[src/rtl/pak_sample_packer.sv]
// Sample packer: gathers up to N samples into one vector; in_last closes a short vector. Optional PAK_PACKER_STATS_EN adds frame/stall counters.
// Latency: 1 cycle from the closing sample accept to out_valid, with a free output slot.
// Backpressure: a finished vector parks in the fill buffer while the output is busy; in_ready drops until it moves out.
module pak_sample_packer #(
    parameter int N            = 8,
    parameter int SAMPLE_WIDTH = 16,
    localparam int CW          = $clog2(N + 1)
) (
    input  logic                               clk,
    input  logic                               arst,
    input  logic [SAMPLE_WIDTH-1:0]            in_data,
    input  logic                               in_valid,
    input  logic                               in_last,
    output logic                               in_ready,
    output logic [N-1:0][SAMPLE_WIDTH-1:0]     out_data,
    output logic [CW-1:0]                      out_lanes,
    output logic                               out_valid,
    input  logic                               out_ready
`ifdef PAK_PACKER_STATS_EN
    ,
    output logic [15:0]                        frame_cnt,
    output logic [15:0]                        stall_cnt
`endif
);

    logic [CW-1:0]                  idx;
    logic [N-1:0][SAMPLE_WIDTH-1:0] fill_buf;
    logic [CW-1:0]                  fill_lanes;
    logic                           fill_full;
    logic [N-1:0][SAMPLE_WIDTH-1:0] assembled;
    logic                           accept;
    logic                           complete;
    logic                           slot_free;
    logic                           out_fire;

    assign in_ready  = !fill_full;
    assign accept    = in_valid && !fill_full;
    assign complete  = accept && (in_last || (idx == CW'(N - 1)));
    assign out_fire  = out_valid && out_ready;
    assign slot_free = !out_valid || out_ready;

    // Lanes above idx are already zero because the buffer is cleared on every completion.
    always_comb begin
        assembled = fill_buf;
        for (int i = 0; i < N; i++) begin
            if (idx == CW'(i)) begin
                assembled[i] = in_data;
            end
        end
    end

    always_ff @(posedge clk or posedge arst) begin
        if (arst) begin
            idx        <= '0;
            fill_buf   <= '0;
            fill_lanes <= '0;
            fill_full  <= 1'b0;
            out_data   <= '0;
            out_lanes  <= '0;
            out_valid  <= 1'b0;
        end else begin
            if (out_fire) begin
                out_valid <= 1'b0;
            end
            if (fill_full) begin
                if (slot_free) begin
                    out_data   <= fill_buf;
                    out_lanes  <= fill_lanes;
                    out_valid  <= 1'b1;
                    fill_full  <= 1'b0;
                    fill_buf   <= '0;
                    fill_lanes <= '0;
                end
            end else if (complete) begin
                idx <= '0;
                if (slot_free) begin
                    out_data  <= assembled;
                    out_lanes <= idx + CW'(1);
                    out_valid <= 1'b1;
                    fill_buf  <= '0;
                end else begin
                    fill_buf   <= assembled;
                    fill_lanes <= idx + CW'(1);
                    fill_full  <= 1'b1;
                end
            end else if (accept) begin
                fill_buf <= assembled;
                idx      <= idx + CW'(1);
            end
        end
    end

`ifdef PAK_PACKER_STATS_EN
    always_ff @(posedge clk or posedge arst) begin
        if (arst) begin
            frame_cnt <= '0;
            stall_cnt <= '0;
        end else begin
            if (out_fire) begin
                frame_cnt <= frame_cnt + 16'd1;
            end
            if (out_valid && !out_ready) begin
                stall_cnt <= stall_cnt + 16'd1;
            end
        end
    end
`endif

endmodule

[config.mk]
export PLATFORM = sky130hd
export DESIGN_NAME = pak_sample_packer
export DESIGN_NICKNAME = d
export VERILOG_FILES = /design/src/rtl/pak_sample_packer.sv
export SDC_FILE = /design/constraint.sdc
export NUM_CORES = 1
export LEC_CHECK = 0
export ABC_AREA = 0
export ABC_CLOCK_PERIOD_IN_PS = 10900
export CAP_MARGIN = 40
export CORE_AREA = 2 2 172 174
export DETAILED_ROUTE_END_ITERATION = 8
export DIE_AREA = 0 0 174 176
export SLEW_MARGIN = 20
export SYNTH_ARGS = -nofsm -noshare
export SYNTH_HDL_FRONTEND = slang
export SYNTH_SLANG_ARGS = --single-unit
[constraint.sdc]
create_clock -name clk -period 10.9 [get_ports clk]
set_input_delay 2.18 -clock clk [delete_from_list [all_inputs] [get_ports clk]]
set_output_delay 2.18 -clock clk [all_outputs]
set_load 0.005 [all_outputs]
==> out/metrics.csv <==
stage;metric;value;unit
status;outcome;finished clean;
setup_path;crit-path max cell delay;690;ps
floorplan;Initial Utilization;42.5;%
logic_synthesis;syn_area_per_cell;12.4;um2
logic_synthesis;number of synthesized register bits;270;
timing;post-route minimum period;4940;ps
timing;Final Max Tran Viols;0;
global_route;GRT overflow;0;
logic_synthesis;Synth top area share;55.7;%
drt;Via density;5.75;
clock_tree;clock latency on the worst-skew pair;570;ps
setup_path;Crit. End Element;register;
drt;# DRC;0;
clock_tree;CTS Hold Bufs;0;
clock_tree;# H-tree levels;1;
global_route;GRT Total Usage;22.2;%
logic_synthesis;top post-synthesis cells by area;dfrtp_1 (56%), mux2i_1 (11%), a22o_1 (8.8%);
logic_synthesis;top post-synthesis cells by count;dfrtp_1 (270), mux2i_1 (129), a22o_1 (122);
timing;Min Hold Slack;502;ps
logic_synthesis;Post-Syn Area;12100;um2
place;port bufs;154;
timing;# setup viols final;0;
layout;Area growth syn-to-layout;25.6;%
drt;antenna-violating nets left;0;
layout;Post-layout nets;1143;
setup_path;startpoint types;input port;
clock_tree;Longest Clk Path Bufs;3;
floorplan;chip height;176;um
floorplan;Rows;62;
logic_synthesis;synthesized net count;1008;
logic_synthesis;number of synthesized flops with an enable pin;0;
timing;period utilization;45.3;%
logic_synthesis;top-count cell post-synth;dfrtp_1;
place;Detailed Place HPWL;21700;um
timing;Max-slew headroom;43.8;%
logic_synthesis;post-synthesis async set-or-reset flop share;100;%
logic_synthesis;register area share after synthesis;55.7;%
setup_path;CP max stage cell;a21oi_4;
global_route;pin count of the biggest net entering global routing;88;
floorplan;Horiz. Die Dim;174;um
clock_tree;Post-CTS Setup Inserts;0;
setup_path;worst-path cell chain;clkdlybuf4s50_1 -> nand4b_1 -> a21oi_4 -> buf_4 -> buf_4 -> buf_16 -> o221a_2;
timing;Hold Fails Final Rpt;0;
timing;FMAX;0.202;GHz
setup_path;Worst path most repeated cell;buf_4;
clock_tree;Num CTS Buffers;29;
drt;WL final;33900;um
floorplan;Total Die Area;30600;um2
setup_path;CP Data Arrival Time;5430;ps
place;Final GP Congestion;0.809;
timing;Worst Tran Pin Value;841;ps
setup_path;crit path max fanout;70;
clock_tree;CTS Sinks;270;
floorplan;IO Pins;155;
worst_hold_path;Tightest Hold Check Type;register to register;
global_route;vias in the first global route;8692;
global_route;first-pass GRT wire length;53600;um
timing;clk_skew;21.3;ps
layout;layout cells sized above 1;17.1;%
logic_synthesis;Post-Syn Instances;982;
clock_tree;Post-CTS Resized;0;
pwr;maximum vdd drop;0.121;mV
logic_synthesis;library cells used by synthesis;50;
logic_synthesis;synth warn;0;
drt;DR pass1 iterations;5;
clock_tree;TritonCTS clock tree;built;
setup_path;CP Data Required Time;11390;ps
job;max cap viols;0;
global_route;initial antenna violation count;0;
floorplan;core area;28500;um2
layout;final antenna diode count;0;
drt;WL/cell;22.3;um
timing;RSZ-0062 raised after global routing;false;
timing;Final TNS setup;0;ps
logic_synthesis;cell taking the most area after synthesis;dfrtp_1;
setup_path;crit path kind;input port to register;
logic_synthesis;ys flop type;dfrtp_1;
pwr;leakage power figure;6.37;nW
pwr;pwr/cell area;195;nW/um2
drt;vias;8760;
clock_tree;CTS clk-pin slew, worst paths;60;ps
drt;DRT iter0 DRCs;680;
clock_tree;root buffer cell;clkbuf_16;
-- layout make-up --
class / instances / area [um2]
Clock buffer: 41 / 831
Clock inverter: 12 / 139
Fill cell: 2507 / 13300
Inverter: 9 / 41.3
Multi-Input combinational cell: 607 / 4870
Sequential cell: 270 / 6760
Tap cell: 384 / 480
Timing Repair Buffer: 200 / 2120
-- where the power goes --
group / switching (W) / internal [W] / leakage [nW]
Sequential: 0.000123 / 0.00116 / 3.45
Combinational: 0.000286 / 0.000406 / 2.45
Clock: 0.000418 / 0.000581 / 0.466
Total: 0.000827 / 0.00215 / 6.37
-- kinds of logic after synthesis --
| logic type | synth area share [%] |
|---|---|
| simple gates | 5.22 |
| mux | 11.0 |
| buf+inv | 4.63 |
| flops | 55.7 |
| xor+xnor | 0.144 |
| fa+ha+maj | 0.515 |
| compound gates | 22.8 |
-- metal layers --
metal,up-vias,part of all wire [%],track usage [%]
li1,3976,-,-
met1,4499,49,34.4
met2,250,45,33.3
met3,35,4.9,2.97
met4,0,1.5,4.34
met5,-,0,0
-- placed cells by master (no fill, tap or decap), drive strengths merged, types with 10 or more instances in the layout --
cell type,count
inv,10
dfrtp,270
clkdlybuf4s50,154
a21oi,66
o21ai,72
o221a,66
a22o,122
buf,46
nor2,73
mux2i,129
clkbuf,41
-- state kept, by name, summed over array words and instances, names as in the netlist --
register and cells:
fill_buf 128, fill_full 1, fill_lanes 4, idx 4, out_data 128, out_lanes 4
out_valid 1
-- worst paths after layout --
path / to / slack, ps / from / cells after the start
worst min-delay path: fill_buf[80] / 500 / fill_buf[80] / 1
worst max-delay path: out_data[22] / 5960 / in_valid / 7
min in group asynchronous: out_data[45] / 2030 / arst / 2
max in group asynchronous: out_data[100] / 7390 / arst / 5
worst max register to register: out_data[22] / 7180 / idx[0] / 7
worst min register to register: fill_buf[80] / 500 / fill_buf[80] / 1
-- per-stage QoR --
step / cell area, um2 / instances / total power (W) / setup slack (ps) / util, %
after floorplan: 12100 / 982 / 0.00161 / 1280 / -
after global placement: 13800 / 1441 / 0.00197 / 5300 / 48.4
after detailed placement: 14200 / 1467 / 0.00199 / 5420 / 49.8
after CTS: 15200 / 1520 / 0.00300 / 6000 / 53.2
after global routing: 15200 / 1523 / 0.00311 / 5780 / 53.4
final: 15200 / 1523 / 0.00297 / 5960 / 53.4
-- critical path: cells and delay by family --
| kind | cells | cell delay (ps) |
|---|---|---|
| buffers and inverters | 4 | 1990 |
| AOI/OAI and AO/OA | 2 | 930 |
| and+or+nand+nor | 1 | 200 |
Note: power is estimated with default switching activity, not from simulation.
